`config.mk`:
```
export PLATFORM = sky130hd
export DESIGN_NAME = window_fifo_gen
export DESIGN_NICKNAME = d
export VERILOG_FILES = /design/src/rtl/window_fifo_gen.sv
export SDC_FILE = /design/constraint.sdc
export NUM_CORES = 2
export LEC_CHECK = 0
export CORE_MARGIN = 2
export CORE_UTILIZATION = 55
export DETAILED_ROUTE_END_ITERATION = 12
export DONT_BUFFER_PORTS = 1
export PLACE_DENSITY = 0.69
export SETUP_SLACK_MARGIN = 0.5
export SLEW_MARGIN = 20
export SYNTH_ARGS = -nofsm -noshare
export SYNTH_HDL_FRONTEND = slang
export SYNTH_SLANG_ARGS = --single-unit
```
`constraint.sdc`:
```
create_clock -name clk -period 174.3 [get_ports clk]
set_clock_uncertainty 0.2 [all_clocks]
set_input_delay 8.715 -clock clk [delete_from_list [all_inputs] [get_ports clk]]
set_output_delay 8.715 -clock clk [all_outputs]
set_load 0.01 [all_outputs]
```
`src/rtl/window_fifo_gen.sv`:
```
// window_fifo_gen: sliding KxK window generator over a raster-order square
// image, built on a (K-1)*IFM+K deep pixel shift register.
//
// Ports:
//   clk        - single clock, rising edge
//   reset      - synchronous, active-low; clears shift register and state
//   clear      - synchronous soft frame restart (counters/flags only)
//   in_valid   - in_data holds a pixel
//   in_ready   - pixel accepted this cycle when in_valid is also high
//   in_data    - raster-order pixel
//   win_valid  - window_out holds a legal window
//   win_ready  - consumer takes the window
//   window_out - flattened window, tap (i,j) at [(i*K+j)*DATA_WIDTH +: DATA_WIDTH]
//   frame_done - one-cycle pulse after the last pixel of a frame is accepted

module window_fifo_gen #(
    parameter int DATA_WIDTH  = 28,
    parameter int IFM_SIZE    = 32,
    parameter int KERNAL_SIZE = 3,
    parameter int STRIDE      = 1
) (
    input  logic                                      clk,
    input  logic                                      reset,
    input  logic                                      clear,
    input  logic                                      in_valid,
    output logic                                      in_ready,
    input  logic [DATA_WIDTH-1:0]                     in_data,
    output logic                                      win_valid,
    input  logic                                      win_ready,
    output logic [KERNAL_SIZE*KERNAL_SIZE*DATA_WIDTH-1:0] window_out,
    output logic                                      frame_done
);

    localparam int FIFO_SIZE = (KERNAL_SIZE - 1) * IFM_SIZE + KERNAL_SIZE;
    localparam int CW = (IFM_SIZE > 1) ? $clog2(IFM_SIZE) : 1;
    localparam int SW = (STRIDE > 1) ? $clog2(STRIDE) : 1;

    localparam logic [CW-1:0] LAST = CW'(IFM_SIZE - 1);
    localparam logic [CW-1:0] KM1  = CW'(KERNAL_SIZE - 1);
    localparam logic [SW-1:0] SM1  = SW'(STRIDE - 1);

    logic [DATA_WIDTH-1:0] r_fifo [FIFO_SIZE];
    logic [CW-1:0]         r_col;
    logic [CW-1:0]         r_row;
    // Stride phase of the current col/row, measured from the first
    // position where a full window fits; avoids a modulo on the counters.
    logic [SW-1:0]         r_cph;
    logic [SW-1:0]         r_rph;
    logic                  r_win_valid;
    logic                  r_frame_done;

    logic                  w_accept;
    logic                  w_col_in;
    logic                  w_row_in;
    logic                  w_qual;
    logic                  w_last;
    logic [SW-1:0]         w_cph_nxt;
    logic [SW-1:0]         w_rph_nxt;

    assign in_ready   = !clear && (!r_win_valid || win_ready);
    assign w_accept   = in_valid && in_ready;
    assign w_col_in   = (r_col >= KM1);
    assign w_row_in   = (r_row >= KM1);
    assign w_cph_nxt  = (r_cph == SM1) ? '0 : r_cph + SW'(1);
    assign w_rph_nxt  = (r_rph == SM1) ? '0 : r_rph + SW'(1);
    assign w_last     = (r_row == LAST) && (r_col == LAST);
    assign w_qual     = w_accept && w_col_in && w_row_in &&
                        (r_cph == '0) && (r_rph == '0);

    assign win_valid  = r_win_valid;
    assign frame_done = r_frame_done;

    // Shift register: survives clear and frame boundaries, zeroed only by reset.
    always_ff @(posedge clk) begin
        if (!reset) begin
            for (int k = 0; k < FIFO_SIZE; k++) begin
                r_fifo[k] <= '0;
            end
        end else if (w_accept) begin
            r_fifo[0] <= in_data;
            for (int k = 1; k < FIFO_SIZE; k++) begin
                r_fifo[k] <= r_fifo[k-1];
            end
        end
    end

    always_ff @(posedge clk) begin
        if (!reset || clear) begin
            r_col        <= '0;
            r_row        <= '0;
            r_cph        <= '0;
            r_rph        <= '0;
            r_win_valid  <= 1'b0;
            r_frame_done <= 1'b0;
        end else begin
            r_frame_done <= w_accept && w_last;
            if (w_accept) begin
                if (r_col == LAST) begin
                    r_col <= '0;
                    r_cph <= '0;
                    if (r_row == LAST) begin
                        r_row <= '0;
                        r_rph <= '0;
                    end else begin
                        r_row <= r_row + CW'(1);
                        r_rph <= w_row_in ? w_rph_nxt : '0;
                    end
                end else begin
                    r_col <= r_col + CW'(1);
                    r_cph <= w_col_in ? w_cph_nxt : '0;
                end
            end
            if (w_qual) begin
                r_win_valid <= 1'b1;
            end else if (win_ready) begin
                r_win_valid <= 1'b0;
            end
        end
    end

    // FIFO[0] is the newest pixel, i.e. the bottom-right tap.
    for (genvar gi = 0; gi < KERNAL_SIZE; gi++) begin : g_row
        for (genvar gj = 0; gj < KERNAL_SIZE; gj++) begin : g_col
            assign window_out[(gi*KERNAL_SIZE+gj)*DATA_WIDTH +: DATA_WIDTH] =
                r_fifo[(KERNAL_SIZE-1-gi)*IFM_SIZE + (KERNAL_SIZE-1-gj)];
        end
    end

endmodule

```
# [After elaboration in Yosys (flattened, before gate mapping)]
# Memories as Yosys holds them, arrays and structs flattened.
# Cells that the tools add are included.
[word_totals] latch_bits=0 mem_bits_ro=0 out_inout_bits=255 reg_bits=14 word_cells=180 ramBits=1876 memories=1
[mem_list] name="r_fifo" depth=67 word_bits=28 read_ports=67 rd_ports_with_merged_regs=0 wr=67 line="42" rtl="logic [DATA_WIDTH-1:0] r_fifo [FIFO_SIZE];"
[classes] shifts=0 n_addsub=4 mul=0 n_div=0 bitwise_logic=69 magnitude_cmp=2 eq_ne=2 n_reduce_logical=15 muxes=81
[op_table] cell="$mux W28" count=67
[op_table] cell="$or A1 B1 Y1" count=67
[op_table] cell="$mux W1" count=12
[op_table] cell="$add A5 B1 Y5 const B" count=2
[op_table] cell="$eq A5 B5 Y1 const B" count=2
[op_table] cell="$ge A5 B2 Y1 const B" count=2
[op_table] cell="$mux W5" count=2
[op_table] cell="$logic_and A1 B1 Y1" count=8
[op_table] cell="$logic_not A1 Y1" count=3
[op_table] cell="$add A1 B1 Y1 const B" count=2
[op_table] cell="$logic_or A1 B1 Y1" count=2
[op_table] cell="$not A1 Y1" count=2
[op_table] cell="$reduce_and A2 Y1" count=1
[op_table] cell="$reduce_bool A2 Y1" count=1

# [Longest topological paths before layout]
[depth] word_depth=9 depth_mapped=7

# [Worst setup path before layout]
# No wires, ideal clock.
[synth_timing] path_kind="input -> register" start="input win_ready" end="memory r_fifo[0][0] (enable)" path_stages=3 arrival_time_ns=139.307 path_slack_ns=28.057 path_cell_list="nor2b_1 -> clkbuf_1 -> o21ai_0"
[synth_lines] element="start, declared" line="29" rtl="input logic win_ready,"
[synth_lines] element="end, declared" line="42"

# [Final worst setup path]
[layout_timing] start="input win_ready" end="output in_ready"
[layout_via] elab_chain_len=2
[layout_lines] element="$logic_or A1 B1 Y1" line="60" rtl="assign in_ready = !clear && (!r_win_valid || win_ready);"
[layout_lines] element="$logic_and A1 B1 Y1" line="60"
[layout_lines] element="end, declared" line="26" rtl="output logic in_ready,"
# Every way passes these cells.

==> flow_results.org <==
** STA
- For this run, the top clock speed supported by timing is 0.05401 GHz.
- Final Setup Violations :: 0
- At the pin with the least slew margin, the transition time is 1.135 ns.
- On the final layout, the worst hold slack is approximately 0.29 ns.
- Setup repair after global routing missed its margin :: false
- Final worst path period share :: 10.62%
- The final hold violation count is 0.
- Max transition margin :: between 20% and 30%
- Final min period :: 18.51 ns
- For the final routed database, the setup TNS stands at 0 ns.
- The count of final max-slew check failures came to 0.

** Yosys
- Multiplexer share of the synthesized area :: 0%
- Fraction of the mapped netlist area in compound gates :: less than 1%
- Summed over its instances, the top area cell type makes up between 70% and 80% of the synthesized netlist area.
- Sequential element share of the synthesized area :: about four fifths
- A synthesized cell averages ~17 µm².
- Distinct cells, synth :: 34
- Synth Net Count :: 4133
- The synthesized netlist devotes 0% of its cell area to XOR and XNOR gates.
- Combinational family with the most area after synthesis :: simple AND/OR/NAND/NOR gates
- Warnings from Yosys :: 0
- Counting flops and latches in the post-synthesis netlist gives about 1900.
- The largest total area in the synthesized netlist belongs to edfxtp_1.
- Cell area after synthesis :: approximately 71000 µm²
- Yosys attributes the largest share of cell area to edfxtp_1, and2_1, buf_6, buf_4, buf_2.
- Adder and majority cell fraction of the synthesized area :: less than 1%
- Fraction of the mapped netlist area in simple logic gates :: around 17%
- Cell count after synthesis :: just over 4000

** Worst hold path
- Hold Path End :: r_fifo[20][25]
- Tightest Hold Check Type :: register to register
- Start point of the worst min-delay path :: r_fifo[19][53]
- Counting instances, the worst hold path has a depth of 1.

** CTS
- TritonCTS built the clock tree.
- Counting every sink on the clock net gives 1888.
- The longest clock path from root to sink contains 3 buffers.
- Counting the buffers created by CTS gives between 150 and 200.
- In this run, post-CTS repair resized a total of 0 instances.
- Post-CTS setup buffer count :: 0
- H-tree depth :: 4
- CTS clock-pin slew for the worst setup and hold paths :: around 0.06 ns
- CTS Root Cell :: clkbuf_16
- The number of hold buffers added after CTS was 0.
- For the worst-skew pair, the clock arrives at the later sink with an insertion delay of 0.78 ns.

** Final layout
- The sequential cells in the finished layout cover a total of approximately 57000 µm².
- Layout cells sized above 1 :: 6.738%
- Area growth from synthesis to layout :: 9.097%
- Cells fill roughly three fifths of the core in the end.
- Summing all multi-input logic gate instances after layout gives approximately 12000 µm².
- The layout has a little over 9000 filler cells.
- Number of nets at the end of the flow :: 4084
- In the layout the commonest cells are and2_1, edfxtp_1, clkbuf_16.

** Die
- In this run the horizontal extent of the chip is between 300 and 400 µm.
- The region available for standard cell placement spans around 130000 µm².
- Effective utilization at floorplan :: between 50 and 60%
- For this design the top-level I/O count stands at between 200 and 300.
- Die outline area :: 131300 µm²
- Die height :: 362.4 µm
- The floorplan has about 130 rows.

** Worst setup path
- STA classifies the critical path startpoint as a primary input.
- Biggest fanout along the worst timing path :: 13
- For this design, the slowest cell found on the critical path is nor2b_1.
- Kind of cell with the highest combined delay on the critical path :: simple AND/OR/NAND/NOR gates
- STA classifies the critical path endpoint as an output pin.
- The critical path goes through nor2b_1 > nor2_1.
- Data on the critical path arrives at its endpoint at between 9 and 10 ns.
- Crit path buffers/inverters :: 0
- Destination of the worst register-to-register timing path :: r_fifo[14][33]
- Setup slack on the worst reg-to-reg path comes out at between 150 and 200 ns.
- Data required time of the worst path :: approximately 170 ns
- Cell count of the worst reg-to-reg path :: 7
- On the worst path, the slowest cell contributes a delay of approximately 0.66 ns.
- Reg-to-reg startpoint :: win_valid
- Source of the critical timing path :: win_ready
- Worst Setup Path Type :: primary input to output pin

** Placement
- After legalization and detailed placement, the total HPWL measured 47710 µm.
- Routability-driven placement finished with a final weighted congestion of approximately 0.73.
- Port Buf Inserts :: 0

** Routing
- First DRT Iteration DRCs :: ~2700
- The first TritonRoute pass finished after 7 iterations.
- DRC viols :: 0
- Once detail routing completed, the nets flagged for antenna violations numbered 0.
- After detailed routing, the total wire length is roughly 95000 µm.
- Post-detailed-route wirelength per cell :: roughly 16 µm
- The detailed router placed roughly 30000 vias in this run.
- After detailed routing, the number of vias per cell comes to approximately 5.

** Flow run
- The tool flagged a number of max-cap violations equal to 0.

** Pwr
- Leakage Power :: ~29 nW
- IR Drop Worst-Case VDD :: approximately 0.011 mV
- Pwr dens :: approximately 12 nW/µm²
- The completed layout was analyzed and its total power is between 0.9 and 1 mW.

** GRT
- Wire length of the first global-routing pass :: 152400 µm
- Antenna violations before repair :: 17
- The number of global-route vias before repair came to roughly 29000.
- Global routing consumed, over all layers together, about 14% of the routing resources.
- Entering global routing, the biggest net connects 331 pins.
- For this run the aggregate overflow at the end of global routing stands at 0.

** Status
- Result of the run :: finished clean
==> metrics by stage <==
stage | cells | setup WS [ns] | cell area (µm²)
3_3_place_gp | 5517 | 155.85 | 71130
2_1_floorplan | 4094 | 28.06 | 70650
4_1_cts | 5858 | 155.79 | 76960
3_5_place_dp | 5517 | 155.80 | 71130
6_report | 5866 | 155.79 | 77080
5_1_grt | 5864 | 155.68 | 77070
==> logic make-up (layout without fill, tap and decap cells) <==
family	Yosys count	count (layout)
AO/OA/AOI/OAI	24	24
adder cells (fa/ha/maj)	6	6
AND/OR/NAND/NOR	1904	1904
flip-flops	1888	1888
buffers and inverters	272	378
other	0	4
==> how the worst max path moves through the flow <==
stage,end,slack [ns],cells past startpoint
after floorplan,r_fifo[0][0],28.06,3
after global routing,in_ready,155.68,2
after detailed placement,in_ready,155.80,2
after global placement,in_ready,155.85,2
final,in_ready,155.79,2
after CTS,in_ready,155.79,2
==> synth_stat cells <==
cell type / instances
o22ai_1: 1
and3_4: 1
nand3_1: 4
or4_1: 5
buf_1: 1
o2111ai_1: 1
and3_1: 3
a32o_1: 2
nor4_1: 1
a211oi_1: 1
nor2_1: 2
nor3b_1: 1
edfxtp_1: 1876
nand2_1: 2
nor3_1: 2
and2_1: 1876
buf_2: 103
a311oi_1: 1
nand2b_1: 3
nor2b_1: 2
a21oi_1: 6
o31ai_1: 3
a31oi_1: 2
inv_1: 4
ha_1: 6
clkbuf_1: 9
o21ai_0: 6
buf_6: 62
dfxtp_1: 12
and2b_4: 1
clkbuf_2: 11
o2bb2ai_1: 1
nand4_1: 1
buf_4: 82
==> final cells by class <==
cell class / instances / area share, %
sequential: 1888 / 73.40
multi-input combinational: 1934 / 15.77
clock buffer: 241 / 6.279
tap: 1662 / 2.698
clock inverter: 100 / 1.289
timing repair buffer: 33 / 0.5389
inverter: 4 / 0.01948
antenna: 4 / 0.01299
==> per-layer routing <==
metal	vias up	track usage (%)	wire, µm
met5	-	0	22
met4	4	5.240	2426
met3	180	4.321	6183
met2	538	22.57	45670
met1	14650	19.29	40590
li1	14100	-	-
==> sequential cells by signal, summed over array words and instances, names as in the netlist <==
| signal | flops |
|---|---|
| r_row | 5 |
| frame_done | 1 |
| r_col | 5 |
| win_valid | 1 |
| r_fifo | 1876 |
==> power by group <==
part / internal, mW / switching (mW)
registers: 0.528 / 0.00993
logic: 0.00515 / 0.0158
clock network: 0.215 / 0.165
==> worst register-to-register path, cell delays in order, from the launching register on <==
cell	delay [ns]
dfxtp_1	0.34
nor2b_1	0.29
o21ai_4	0.58
buf_4	0.74
buf_12	0.75
buf_4	0.92
buf_4	0.68
buf_4	0.93
Note: power is estimated with default switching activity, not from simulation.
